File: config.mk
export PLATFORM = sky130hd
export DESIGN_NAME = linked_list_searcher
export DESIGN_NICKNAME = d
export VERILOG_FILES = /design/src/rtl/ll_pkg.sv /design/src/rtl/ll_node_store.sv /design/src/rtl/linked_list_searcher.sv
export SDC_FILE = /design/constraint.sdc
export NUM_CORES = 1
export LEC_CHECK = 0
export BUFFER_PORTS_ARGS = -buffer_cell sky130_fd_sc_hd__clkbuf_2
export CORE_UTILIZATION = 30
export DETAILED_ROUTE_END_ITERATION = 10
export GPL_ROUTABILITY_DRIVEN = 0
export PLACE_DENSITY = 0.52
export SLEW_MARGIN = 10
export SYNTH_ARGS = -nofsm -noshare
export SYNTH_HDL_FRONTEND = slang
export SYNTH_SLANG_ARGS = --single-unit
File: constraint.sdc
create_clock -name clk -period 4.7 [get_ports clk]
set_clock_uncertainty 0.2 [all_clocks]
set_input_delay 0.94 -clock clk [delete_from_list [all_inputs] [get_ports clk]]
set_output_delay 0.94 -clock clk [all_outputs]
set_load 0.03 [all_outputs]
File: src/rtl/ll_pkg.sv
// Package for the linked-list searcher.
// Provides:
//   ll_state_e - walker FSM states (IDLE, WALK, DONE)
//   ll_mode_e  - match selection (MATCH_ADDR compares node address, MATCH_DATA compares payload)
//   null_addr  - all-ones NULL pointer value for a given address width
package ll_pkg;

   typedef enum logic [1:0] {
      IDLE,
      WALK,
      DONE
   } ll_state_e;

   typedef enum logic {
      MATCH_ADDR,
      MATCH_DATA
   } ll_mode_e;

   // NULL pointer is all ones; returned as an int so callers can cast to their own width.
   function automatic int unsigned null_addr(input int unsigned width);
      return (32'd1 << width) - 32'd1;
   endfunction

endpackage

File: src/rtl/ll_node_store.sv
// Node store for the linked-list searcher: 2**ADDR_WIDTH entries of {data, next}.
// Contents are not reset. Write is synchronous; read is combinational, so a node
// written in the same cycle it is read returns its old value until the next cycle.
// Ports:
//   clk        - clock
//   wr_en_i    - write strobe
//   wr_addr_i  - entry written
//   wr_data_i  - payload written
//   wr_next_i  - next pointer written
//   rd_addr_i  - entry read
//   rd_data_o  - payload of rd_addr_i
//   rd_next_o  - next pointer of rd_addr_i
module ll_node_store #(
   parameter int unsigned ADDR_WIDTH = 4,
   parameter int unsigned DATA_WIDTH = 8
) (
   input  logic                  clk,
   input  logic                  wr_en_i,
   input  logic [ADDR_WIDTH-1:0] wr_addr_i,
   input  logic [DATA_WIDTH-1:0] wr_data_i,
   input  logic [ADDR_WIDTH-1:0] wr_next_i,
   input  logic [ADDR_WIDTH-1:0] rd_addr_i,
   output logic [DATA_WIDTH-1:0] rd_data_o,
   output logic [ADDR_WIDTH-1:0] rd_next_o
);

   localparam int unsigned Depth = 2 ** ADDR_WIDTH;

   logic [DATA_WIDTH-1:0] data_q [Depth];
   logic [ADDR_WIDTH-1:0] next_q [Depth];

   always_ff @(posedge clk) begin
      if (wr_en_i) begin
         data_q[wr_addr_i] <= wr_data_i;
         next_q[wr_addr_i] <= wr_next_i;
      end
   end

   always_comb begin
      rd_data_o = data_q[rd_addr_i];
      rd_next_o = next_q[rd_addr_i];
   end

endmodule

File: src/rtl/linked_list_searcher.sv
// Linked-list search engine. Walks a list held in an internal node store from a
// given head, one hop per cycle, matching either the node address or the node
// payload against a key. Reports hit/miss, matching address, hop count and a
// timeout for cyclic or over-long lists.
// Optional feature: define LL_STATS_EN to add saturating search/hit counters.
// Ports:
//   clk, rst            - clock; synchronous active-low reset
//   wr_en_i/wr_addr_i/wr_data_i/wr_next_i - host node write port (next all-ones = NULL)
//   start_valid_i/start_ready_o - search request handshake (ready only in IDLE)
//   start_node_i        - list head
//   key_i               - search key, LSB-aligned
//   mode_i              - 0 = match address, 1 = match data
//   done_o              - one-cycle result strobe
//   found_o             - hit
//   found_addr_o        - matching node, 0 on miss
//   hop_count_o         - hops taken before termination
//   timeout_o           - hop budget exhausted
//   stat_searches_o/stat_hits_o - (LL_STATS_EN only) saturating counters
module linked_list_searcher
   import ll_pkg::*;
#(
   parameter int unsigned ADDR_WIDTH = 4,
   parameter int unsigned DATA_WIDTH = 8,
   parameter int unsigned MAX_HOPS   = 2 ** ADDR_WIDTH,
   localparam int unsigned KeyWidth  = (ADDR_WIDTH > DATA_WIDTH) ? ADDR_WIDTH : DATA_WIDTH,
   localparam int unsigned HopWidth  = $clog2(MAX_HOPS + 1)
) (
   input  logic                  clk,
   input  logic                  rst,
   input  logic                  wr_en_i,
   input  logic [ADDR_WIDTH-1:0] wr_addr_i,
   input  logic [DATA_WIDTH-1:0] wr_data_i,
   input  logic [ADDR_WIDTH-1:0] wr_next_i,
   input  logic                  start_valid_i,
   output logic                  start_ready_o,
   input  logic [ADDR_WIDTH-1:0] start_node_i,
   input  logic [KeyWidth-1:0]   key_i,
   input  logic                  mode_i,
   output logic                  done_o,
   output logic                  found_o,
   output logic [ADDR_WIDTH-1:0] found_addr_o,
   output logic [HopWidth-1:0]   hop_count_o,
`ifdef LL_STATS_EN
   output logic [15:0]           stat_searches_o,
   output logic [15:0]           stat_hits_o,
`endif
   output logic                  timeout_o
);

   localparam logic [ADDR_WIDTH-1:0] NullAddr = ADDR_WIDTH'(null_addr(ADDR_WIDTH));
   localparam logic [HopWidth-1:0]   LastHop  = HopWidth'(MAX_HOPS - 1);

   ll_state_e             state_q;
   logic [ADDR_WIDTH-1:0] curr_q;
   logic [KeyWidth-1:0]   key_q;
   ll_mode_e              mode_q;
   logic [HopWidth-1:0]   hops_q;
   // Termination kind, published to the outputs in DONE.
   logic                  hit_q;
   logic                  tmo_q;

   logic                  done_q;
   logic                  found_q;
   logic [ADDR_WIDTH-1:0] found_addr_q;
   logic [HopWidth-1:0]   hop_count_q;
   logic                  timeout_q;

   logic [DATA_WIDTH-1:0] rd_data;
   logic [ADDR_WIDTH-1:0] rd_next;
   logic                  match;
   logic                  is_null;
   logic                  last_hop;

   ll_node_store #(
      .ADDR_WIDTH (ADDR_WIDTH),
      .DATA_WIDTH (DATA_WIDTH)
   ) u_store (
      .clk       (clk),
      .wr_en_i   (wr_en_i),
      .wr_addr_i (wr_addr_i),
      .wr_data_i (wr_data_i),
      .wr_next_i (wr_next_i),
      .rd_addr_i (curr_q),
      .rd_data_o (rd_data),
      .rd_next_o (rd_next)
   );

   always_comb begin
      match = 1'b0;
      if (mode_q == MATCH_ADDR) begin
         match = (curr_q == key_q[ADDR_WIDTH-1:0]);
      end else begin
         match = (rd_data == key_q[DATA_WIDTH-1:0]);
      end
      is_null  = (rd_next == NullAddr);
      last_hop = (hops_q == LastHop);
   end

   always_ff @(posedge clk) begin
      if (!rst) begin
         state_q      <= IDLE;
         curr_q       <= '0;
         key_q        <= '0;
         mode_q       <= MATCH_ADDR;
         hops_q       <= '0;
         hit_q        <= 1'b0;
         tmo_q        <= 1'b0;
         done_q       <= 1'b0;
         found_q      <= 1'b0;
         found_addr_q <= '0;
         hop_count_q  <= '0;
         timeout_q    <= 1'b0;
      end else begin
         done_q <= 1'b0;
         unique case (state_q)
            IDLE: begin
               if (start_valid_i) begin
                  curr_q  <= start_node_i;
                  key_q   <= key_i;
                  mode_q  <= ll_mode_e'(mode_i);
                  hops_q  <= '0;
                  state_q <= WALK;
               end
            end
            WALK: begin
               // Priority: match > NULL > timeout. curr_q/hops_q are frozen on termination.
               if (match) begin
                  hit_q   <= 1'b1;
                  tmo_q   <= 1'b0;
                  state_q <= DONE;
               end else if (is_null) begin
                  hit_q   <= 1'b0;
                  tmo_q   <= 1'b0;
                  state_q <= DONE;
               end else if (last_hop) begin
                  hit_q   <= 1'b0;
                  tmo_q   <= 1'b1;
                  state_q <= DONE;
               end else begin
                  curr_q <= rd_next;
                  hops_q <= hops_q + HopWidth'(1);
               end
            end
            DONE: begin
               // Results and strobe change together so they stay stable until the next done.
               done_q       <= 1'b1;
               found_q      <= hit_q;
               found_addr_q <= hit_q ? curr_q : '0;
               hop_count_q  <= hops_q;
               timeout_q    <= tmo_q;
               state_q      <= IDLE;
            end
            default: state_q <= IDLE;
         endcase
      end
   end

   assign start_ready_o = (state_q == IDLE);
   assign done_o        = done_q;
   assign found_o       = found_q;
   assign found_addr_o  = found_addr_q;
   assign hop_count_o   = hop_count_q;
   assign timeout_o     = timeout_q;

`ifdef LL_STATS_EN
   logic [15:0] stat_searches_q;
   logic [15:0] stat_hits_q;

   always_ff @(posedge clk) begin
      if (!rst) begin
         stat_searches_q <= '0;
         stat_hits_q     <= '0;
      end else if (state_q == DONE) begin
         if (stat_searches_q != 16'hFFFF) begin
            stat_searches_q <= stat_searches_q + 16'd1;
         end
         if (hit_q && (stat_hits_q != 16'hFFFF)) begin
            stat_hits_q <= stat_hits_q + 16'd1;
         end
      end
   end

   assign stat_searches_o = stat_searches_q;
   assign stat_hits_o     = stat_hits_q;
`endif

endmodule

# After elaboration in Yosys (flattened, before gate mapping)
# Memory sizes are Yosys's and may differ from the RTL's. A register that Yosys moved wholly into a read port is not among the register bits.
# Index checks and enable logic that the tools add are counted.
[classes]
n_eq_ne = 11
n_addsub = 1
mux = 30
n_reduce_logical = 7
[ops]
columns = ["cell", "count"]
rows = [
  ["two-way mux 4 bit", 9],
  ["two-way mux 5 bit", 4],
  ["two-way mux 1 bit", 10],
  ["one-hot mux 5 bit (2 select lines)", 1],
  ["equality test 8 bit", 1],
  ["two-way mux 2 bit", 4],
  ["inequality test 2 bit, second input constant", 4],
  ["one-hot mux 4 bit (2 select lines)", 1],
  ["AND reduction 2 bit", 3],
  ["adder 5 x 1 -> 5 bit, second input constant", 1],
  ["equality test 5 x 4 -> 1 bit, second input constant", 1],
  ["AND reduction 5 bit", 1],
  ["equality test 4 bit", 1],
  ["equality test 4 bit, second input constant", 1],
  ["inequality test 4 bit, second input constant", 1],
  ["one-hot mux 2 bit (2 select lines)", 1],
  ["nonzero test 3 bit", 1],
  ["equality test 2 x 1 -> 1 bit, second input constant", 1],
  ["equality test 2 bit, second input constant", 1],
  ["logical NOT 2 bit", 1],
  ["nonzero test 2 bit", 1],
]
[word_totals]
mem_count = 2
reg_bits = 34
ram_bits = 192
out_inout_bits = 13
input_bits = 33
wordCells = 63
[memory_table]
columns = ["memory", "depth", "word_bits", "read_ports", "rd_clocked_by_memory_dff", "write_ports", "line", "rtl"]
rows = [
  ["u_store.data_q", 16, 8, 1, 1, 1, "ll_node_store.sv:29", "logic [DATA_WIDTH-1:0] data_q [Depth];"],
  ["u_store.next_q", 16, 4, 1, 1, 1, "ll_node_store.sv:30", "logic [ADDR_WIDTH-1:0] next_q [Depth];"],
]

# Logic depth before layout (Yosys ltp)
# Gate-level depths: netlist of run 1.
[depth]
ltp_word = 7
mapped_depth = 13
ltp_nobuf = 8

# Modules after synthesis
# Synthesis of run 1 repeated with hierarchy kept, for this count alone.
[hier_totals]
hier_cells = 512
area_unflattened_um2 = 9024.9
[by_module_without_submodules]
columns = ["module", "cells_each", "instances", "seq_area_each_um2", "area_each_um2"]
rows = [
  ["ll_node_store", 317, 1, 5765.5, 7359.6],
  ["linked_list_searcher", 195, 1, 680.7, 1665.3],
]

# Worst setup path before layout of run 1
# No wires, ideal clock.
[synth_timing]
kind = "in2reg"
start = "input wr_addr_i[3]"
end = "memory u_store.data_q[0][0], enable pin"
t_required_ns = 4.104
cell_stages = 2
setup_ns = 0.396
t_arrival_ns = 2.318
path_slack_ns = 1.786
path_cell_list = "or3b_2 -> nor3_1"
[synth_lines]
columns = ["item", "line", "rtl"]
rows = [
  ["start, declared", "linked_list_searcher.sv:31", "input logic [ADDR_WIDTH-1:0] wr_addr_i,"],
  ["end, declared", "ll_node_store.sv:29", ""],
]
# No word-level cell before the write port.

==> results of run 1 <==
-- metal layers --
metal	track usage, %	up-vias
met5	0	-
met4	3.77	0
met3	2.43	34
met2	21.7	136
met1	19.5	2539
li1	-	2286
-- metrics by stage --
stage	instances	area (sq um)	utilization, %
after CTS	1011	10700	35.9
final	1011	10700	35.9
after global routing	1011	10700	35.9
after global placement	966	9880	33.2
after floorplan	542	9150	-
after detailed placement	966	9880	33.2
-- power breakdown --
group	switching, mW	internal [mW]	total, mW
registers	0.0890	2.27	2.36
logic	0.391	0.321	0.712
clock network	0.774	1.14	1.91
-- kinds of logic (layout without fill, tap and decap cells) --
family	count (synthesis)	count (layout)	synth area share, %
flops	230	230	71.3
simple gates	116	116	6.21
compound gates	77	77	5.80
mux	73	73	13.5
buf+inv	33	112	1.85
xor+xnor	11	11	1.05
fa+ha+maj	2	2	0.273
-- worst register-to-register path: cells and delay by family (launching register included) --
family                    cells  cell delay (ps)
AOI/OAI and AO/OA             3              750
xor gates and xnor gates      1              150
DFF                           1              860
muxes                         2             1240
and+or+nand+nor               1              400
-- cell usage in the layout, fill, tap and decap left out, drive strengths merged, types with 4 or more instances in the layout --
cell type | synthesis | routed
nor2b | 6 | 6
a211oi | 12 | 12
buf | 15 | 15
xnor2 | 7 | 7
nor2 | 19 | 19
mux2i | 33 | 33
o21ai | 5 | 5
clkbuf | 11 | 74
nand2 | 46 | 46
nor3 | 9 | 9
nand3 | 9 | 9
a22o | 4 | 4
nand2b | 4 | 4
nor3b | 6 | 6
xor2 | 4 | 4
clkinv | 1 | 9
inv | 6 | 8
a21oi | 28 | 28
and2 | 4 | 4
a32oi | 8 | 8
dfxtp | 38 | 38
a22oi | 8 | 8
edfxtp | 192 | 192
mux4 | 38 | 38
-- worst max-delay path by stage --
stage / from / end / depth (start not counted)
after floorplan: wr_addr_i[3] / u_store.data_q[0][0] / 2
after global placement: register / hops_q[2] / 7
after detailed placement: register / hops_q[2] / 7
after CTS: register / hops_q[2] / 7
after global routing: register / hops_q[3] / 9
final: register / hops_q[3] / 7
-- layout make-up --
class	instances	area share, %
Sequential cell	230	61.1
Clock inverter	16	1.51
Inverter	7	0.246
Tap cell	390	4.57
Timing Repair Buffer	60	3.16
Clock buffer	29	6.00
Multi-Input combinational cell	279	23.4
-- registers in the layout (all words and copies together) (netlist names), named ones only --
register,flops
state_q,2
timeout_o,1
u_store.next_q,64
found_addr_o,4
key_q,8
curr_q,4
hop_count_o,5
mode_q,1
tmo_q,1
done_o,1
u_store.data_q,128
hops_q,5
found_o,1
hit_q,1
==> flow_summary.rst, run 1 <==
.. list-table::
   :header-rows: 1

   * - Metric
     - Value
   * - PostCTS Resize Cnt
     - 0
   * - Total number of nets in the final design
     - 638
   * - Synth Instances
     - 542
   * - Sink count of the clock tree
     - 230
   * - Yosys synthesis warning count
     - 0
   * - Max Freq
     - 0.270 GHz
   * - Cell types with the largest area share after synthesis
     - sky130_fd_sc_hd__edfxtp_1, sky130_fd_sc_hd__dfxtp_1, sky130_fd_sc_hd__mux4_2, sky130_fd_sc_hd__mux2i_1, sky130_fd_sc_hd__mux4_1
   * - Transition time at the pin with the least slew margin
     - 1050 ps
   * - Mean Syn Cell Area
     - 16.9 sq um
   * - Combined buffer and inverter count along the critical path
     - 0
   * - Total via count in the routed design
     - 4995
   * - Via count of the first global-routing pass
     - 5115
   * - Seq cells post-synth
     - 230
   * - Initial core utilization
     - 30.7%
   * - Period utilization
     - 78.9%
   * - Post-synthesis sequential area ratio
     - 71.3%
   * - Highest ir drop seen on vdd
     - 0.266 mV
   * - Path type of the worst min-delay path
     - register to register
   * - Category of the most critical setup path
     - register to register
   * - IO buf count
     - 45
   * - Count of unresolved DRC violations after routing
     - 0
   * - Power per cell area
     - 467 nW/um^2
   * - GRT Util Overall
     - 13.8%
   * - Sort of element at the start of the critical path
     - register
   * - Antenna cells
     - 0
   * - Clock tree from TritonCTS
     - yes
   * - Standard-cell rows
     - 63
   * - Average wire per standard cell
     - 20.7 um
   * - Worst hold start
     - found_addr_o[2]
   * - Overall power of the completed layout
     - 4.99 mW
   * - Crit-path cells
     - mux4_1, mux4_2, xnor2_1, o2111a_1, and3_1, o21ai_2, a311oi_2
   * - Fillers
     - 2831
   * - Hold-fix buffer count after cts
     - 0
   * - Post-synthesis net count
     - 577
   * - Top cell type by total area after synthesis
     - sky130_fd_sc_hd__edfxtp_1
   * - WP data required
     - 4910 ps
   * - Most numerous cell in the Yosys netlist
     - sky130_fd_sc_hd__edfxtp_1
   * - Result of the run
     - complete, no violations
   * - Worst hold margin
     - 250 ps
   * - Number of clock buffers inserted by TritonCTS
     - 25
   * - Number of library cell types mapped by synthesis
     - 45
   * - Synth-to-Final Area Change
     - 16.8%
   * - Latest clock arrival within the worst-skew pair
     - 520 ps
   * - Fraction of registers with async set/reset
     - 0%
   * - Crit-path slowest cell
     - sky130_fd_sc_hd__dfxtp_2
   * - Worst slew margin
     - 29.9%
   * - Total count of hold-check failures in the final report
     - 0
   * - Dominant register cell in the synthesized netlist
     - sky130_fd_sc_hd__edfxtp_1
   * - Multi-input combinational cell area
     - 2500 sq um
   * - Worst Path Arrival
     - 3910 ps
   * - Sum of met2 wire segment lengths after detailed routing
     - 9630 um
   * - Maximum level of the CTS H-tree
     - 1
   * - Initial antenna violation count
     - 0
   * - Antenna Nets Post-Route
     - 0
   * - Total die area
     - 31200 sq um
   * - Final worst setup slack
     - 991 ps
   * - EDFF count, synth
     - 192
   * - R2r worst-path depth
     - 7
   * - Flop-to-flop setup slack
     - 990 ps
   * - Number of buffers on the longest clock path
     - 3
   * - Dpl hpwl
     - 12900 um
   * - DIE WIDTH
     - 177 um
   * - Minimum clock period
     - 3710 ps
   * - First-iteration detailed-routing DRC count
     - 510
   * - Wl on met1
     - 9770 um
   * - Endpoint of the lowest-slack register-to-register path
     - hops_q[3]
   * - Via density per instance
     - 4.94
   * - Family of cells with the greatest summed delay on the critical path
     - multiplexers
   * - Clock input transition at the sequential cells of the worst setup and hold paths
     - 60 ps
   * - Number of max-cap violations
     - 0
   * - Share of the synthesized area in the top cell type
     - 63.0%
   * - Post CTS Setup Buffer Count
     - 0
   * - Setup repair after global routing missed its margin
     - false
   * - Static power due to leakage
     - 3.47 nW
   * - Height of the die
     - 177 um
   * - Maximum number of pins on one net before global-route repair
     - 37
   * - Number of iterations in the first detailed-routing pass
     - 5
   * - Proportion of layout cells with a drive suffix above 1
     - 23.0%
   * - Hold path endpoint
     - found_addr_o[2]
   * - Delay of the slowest cell on the worst path
     - 860 ps
   * - Highest metal layer with signal wires
     - met4
   * - Global-route wire length before repair
     - 31700 um
   * - Wire length on met3
     - 1070 um
   * - Number of primary I/O pins
     - 46
   * - Setup total negative slack
     - 0 ps
   * - Commonest cells post-synth
     - sky130_fd_sc_hd__edfxtp_1, sky130_fd_sc_hd__nand2_1, sky130_fd_sc_hd__dfxtp_1
   * - Core region area
     - 29800 sq um
   * - # setup viols final
     - 0
   * - Instance count along the most critical hold path
     - 2
   * - Maximum fanout along the worst path
     - 22
   * - Total detailed-routing wirelength
     - 20900 um
   * - Reg area
     - 6530 sq um
   * - Overflow left after global routing
     - 0
   * - Max Slew Vio Count
     - 0
   * - Post-synthesis instance area
     - 9150 sq um
   * - Master cell of the clock root buffer
     - sky130_fd_sc_hd__clkbuf_16
   * - CP endpoint kind
     - register
   * - Post-place setup slack
     - 994 ps
No activity file was read; power rests on OpenSTA's default activity.
==> run 2, diff against run 1 <==
--- a/config.mk
+++ b/config.mk
@@ -5,6 +5,7 @@
 export SDC_FILE = /design/constraint.sdc
 export NUM_CORES = 1
 export LEC_CHECK = 0
+export ABC_AREA = 1
 export BUFFER_PORTS_ARGS = -buffer_cell sky130_fd_sc_hd__clkbuf_2
 export CORE_UTILIZATION = 30
 export DETAILED_ROUTE_END_ITERATION = 10
==> constraint.sdc (replaced) <==
create_clock -name clk -period 3.8 [get_ports clk]
set_clock_uncertainty 0.2 [all_clocks]
set_input_delay 0.76 -clock clk [delete_from_list [all_inputs] [get_ports clk]]
set_output_delay 0.76 -clock clk [all_outputs]
set_load 0.03 [all_outputs]
==> flow_summary.rst, run 2 <==
.. list-table::
   :header-rows: 1

   * - Metric
     - Value
   * - Result of the run
     - complete, no violations
   * - Hold-fix buffer count after cts
     - 0 (unchanged)
   * - Number of buffers on the longest clock path
     - 3 (unchanged)
   * - CP endpoint kind
     - register
   * - DIE WIDTH
     - 181 um (+2.7%)
   * - Worst hold start
     - found_o
   * - Xor/xnor share of the synthesized area
     - 0% (-1.1 points)
   * - Seq cells post-synth
     - 230 (unchanged)
   * - Utilization after layout
     - 35.3% (-0.53 points)
   * - Worst slew margin
     - 51.8% (+22 points)
   * - Cell repeated most along the worst path
     - sky130_fd_sc_hd__nand3_1
   * - First-iteration detailed-routing DRC count
     - 542 (+6.3%)
   * - Delay of the slowest cell on the worst path
     - 510 ps (-350 ps)
   * - Top cell type by total area after synthesis
     - sky130_fd_sc_hd__edfxtp_1
   * - Via density per instance
     - 4.67 (-5.4%)
   * - GRT Util Overall
     - 14.9% (+1.1 points)
   * - Height of the die
     - 181 um (+2.7%)
   * - Highest ir drop seen on vdd
     - 0.314 mV (+18%)
   * - Largest family of logic cells by synthesized area
     - simple AND/OR/NAND/NOR gates
   * - Commonest cells post-synth
     - sky130_fd_sc_hd__nand2_1, sky130_fd_sc_hd__edfxtp_1, sky130_fd_sc_hd__nand3_1
   * - Number of iterations in the first detailed-routing pass
     - 5 (unchanged)
   * - Period utilization
     - 80.9% (+2.0 points)
   * - Crit-path slowest cell
     - sky130_fd_sc_hd__buf_4
   * - Number of max-cap violations
     - 0 (unchanged)
   * - Number of clock buffers inserted by TritonCTS
     - 25 (unchanged)
   * - Latest clock arrival within the worst-skew pair
     - 540 ps (+20 ps)
   * - Synth-to-Final Area Change
     - 15.6%
   * - Clock tree from TritonCTS
     - yes
   * - Overall power of the completed layout
     - 6.56 mW (+31%)
   * - Post-synthesis sequential area ratio
     - 67.5% (-3.8 points)
   * - R2r worst-path depth
     - 13 (+6)
   * - Most numerous cell in the Yosys netlist
     - sky130_fd_sc_hd__nand2_1
   * - Maximum fanout along the worst path
     - 49 (+120%)
   * - IO buf count
     - 45 (unchanged)
   * - Maximum level of the CTS H-tree
     - 1 (unchanged)
   * - Share of the synthesized area in the top cell type
     - 59.7% (-3.4 points)
   * - Biggest registers after layout
     - u_store.data_q x128, u_store.next_q x64, key_q x8
   * - Max Slew Vio Count
     - 0 (unchanged)
   * - Antenna Nets Post-Route
     - 0 (unchanged)
   * - Post CTS Setup Buffer Count
     - 0 (unchanged)
   * - Number of library cell types mapped by synthesis
     - 28 (-38%)
   * - Post-synthesis instance area
     - 9670 sq um (+5.6%)
   * - Total count of hold-check failures in the final report
     - 0 (unchanged)
   * - Minimum clock period
     - 3080 ps (-634 ps)
   * - Path type of the worst min-delay path
     - register to register
   * - Initial antenna violation count
     - 1 (+1)
   * - Total detailed-routing wirelength
     - 24600 um (+18%)
   * - Dominant register cell in the synthesized netlist
     - sky130_fd_sc_hd__edfxtp_1
   * - PostCTS Resize Cnt
     - 0 (unchanged)
   * - Clock input transition at the sequential cells of the worst setup and hold paths
     - 60 ps (about the same)
   * - Static power due to leakage
     - 4.42 nW (+27%)
   * - Synth Instances
     - 941 (+74%)
   * - WP data required
     - 4060 ps (-850 ps)
   * - Standard-cell rows
     - 65 (+3.2%)
   * - Category of the most critical setup path
     - register to register
   * - Via count of the first global-routing pass
     - 6168 (+21%)
   * - Antenna cells
     - 0 (unchanged)
   * - Core region area
     - 31600 sq um (+6.2%)
   * - Area share of and/or/nand/nor cells after synthesis
     - 19.2% (+13 points)
   * - Sort of element at the start of the critical path
     - register
   * - Reg area
     - 6530 sq um (about the same)
   * - Dpl hpwl
     - 14200 um (+10%)
   * - Post-synthesis net count
     - 976 (+69%)
   * - Fraction of registers with async set/reset
     - 0% (unchanged)
   * - Instance count along the most critical hold path
     - 2 (unchanged)
   * - Flip-flop count of the largest register, all copies and words added
     - 128 (unchanged)
   * - Yosys synthesis warning count
     - 0 (unchanged)
   * - Number of primary I/O pins
     - 46 (unchanged)
   * - Count of unresolved DRC violations after routing
     - 0 (unchanged)
   * - Initial core utilization
     - 30.6% (-0.16 points)
   * - Crit-path cells
     - buf_4, nand3_1, nand3_1, nand3_1, nand3_1, nand3_1, nor2_1, nand4_1, nand3_2, nand2_4, inv_4, nor2_2, nor2_1
   * - Sink count of the clock tree
     - 230 (unchanged)
   * - # setup viols final
     - 0 (unchanged)
   * - Proportion of layout cells with a drive suffix above 1
     - 11.9% (-11 points)
   * - Adder-cell area share of the yosys netlist
     - 0.259% (-0.015 points)
   * - Total die area
     - 32900 sq um (+5.6%)
   * - Fillers
     - 3144 (+11%)
   * - Mean Syn Cell Area
     - 10.3 sq um (-39%)
   * - Total via count in the routed design
     - 6625 (+33%)
   * - Total number of nets in the final design
     - 1033 (+62%)
   * - Setup repair after global routing missed its margin
     - false
   * - Cell types with the largest area share after synthesis
     - sky130_fd_sc_hd__edfxtp_1, sky130_fd_sc_hd__nand2_1, sky130_fd_sc_hd__dfxtp_1, sky130_fd_sc_hd__nand3_1, sky130_fd_sc_hd__inv_1
   * - Most common cell after layout, fill and taps aside
     - sky130_fd_sc_hd__nand2_1
   * - Family of cells with the greatest summed delay on the critical path
     - simple AND/OR/NAND/NOR gates
   * - Worst Path Arrival
     - 3330 ps (-580 ps)
   * - Hold path endpoint
     - found_o
   * - Global-route wire length before repair
     - 36900 um (+17%)
   * - EDFF count, synth
     - 192 (unchanged)
   * - Multi-input combinational cell area
     - 2500 sq um (about the same)
   * - Average wire per standard cell
     - 17.4 um (-16%)
   * - Flop-to-flop setup slack
     - 720 ps (-270 ps)
   * - Overflow left after global routing
     - 0 (unchanged)
   * - Transition time at the pin with the least slew margin
     - 716 ps (-335 ps)
   * - Multiplexer fraction of the synthesized cell area
     - 0% (-13 points)
   * - Setup total negative slack
     - 0 ps (unchanged)
   * - Master cell of the clock root buffer
     - sky130_fd_sc_hd__clkbuf_16
   * - Power per cell area
     - 587 nW/um^2 (+26%)
   * - Max Freq
     - 0.325 GHz (+21%)
   * - Reg with most FFs
     - u_store.data_q
   * - Commonest non-fill, non-tap cells in the layout
     - sky130_fd_sc_hd__nand2_1, sky130_fd_sc_hd__edfxtp_1, sky130_fd_sc_hd__nand3_1
   * - Combined buffer and inverter count along the critical path
     - 2 (+2)
   * - Maximum number of pins on one net before global-route repair
     - 110 (+200%)
   * - Share of the synthesized area in compound gates (AO/OA/AOI/OAI)
     - 6.43% (+0.64 points)
   * - Logic depth of the worst setup path including buffers
     - 13 (+6)
[run 2: cell count changes after synthesis, sizes merged, moves of 12 or more]
| cell | delta |
|---|---|
| a211oi | -12 |
| buf | +20 |
| inv | +100 |
| mux2i | -33 |
| mux4 | -38 |
| nand2 | +186 |
| nand3 | +101 |
| nor2 | +84 |
| o211ai | +17 |
| o21ai | +45 |
[run 2: cell families (layout without fill, tap and decap cells)]
logic type,Yosys count,after routing
AOI/OAI and AO/OA,110,110
adders and majority gates,2,2
buffers and inverters,151,226
and+or+nand+nor,448,448
DFF,230,230
[run 2: where the power goes]
| group | switching, mW | internal, mW |
|---|---|---|
| Clock | 0.990 | 1.35 |
| Combinational | 0.930 | 0.409 |
| Sequential | 0.0506 | 2.83 |
| Total | 1.97 | 4.59 |
[run 2: cell type report]
cell class                 instances  area share (%)
inverter                         106            3.58
tap                              402            4.50
clock inverter                    16            1.23
timing repair buffer              75            4.14
clock buffer                      29            5.73
sequential                       230            58.4
multi-input combinational        560            22.4
[run 2: routing by layer]
metal / routed length, um / part of all wire, % / GRT usage (%) / vias to the layer above
li1: - / - / - / 3262
met1: 12200 / 50 / 22.1 / 3108
met2: 10200 / 42 / 21.7 / 208
met3: 1590 / 6.5 / 2.91 / 45
met4: 561 / 2.3 / 4.51 / 2
met5: 11 / 0.045 / 0 / -
[run 2: metrics by stage]
| stage | worst slack (ps) | hold WS [ps] | cell area [sq um] | instances |
|---|---|---|---|---|
| after detailed placement | 782 | 257 | 10400 | 1373 |
| after global placement | 798 | 252 | 10400 | 1373 |
| after CTS | 740 | 265 | 11200 | 1418 |
| final | 724 | 264 | 11200 | 1418 |
| after global routing | 464 | 285 | 11200 | 1418 |
| after floorplan | 1720 | 239 | 9670 | 941 |
[run 2: worst max path at each step]
stage                            to  slack [ps]
after floorplan            register        1720
after global placement     register         800
after detailed placement   register         780
after CTS                  register         740
after global routing      hops_q[1]         460
final                      register         720
[run 2: worst min-delay path, stage by stage, from the launching register on]
cell and delay [ps]:
sky130_fd_sc_hd__dfxtp_1 310, sky130_fd_sc_hd__nand2_1 60, sky130_fd_sc_hd__a21oi_1 50
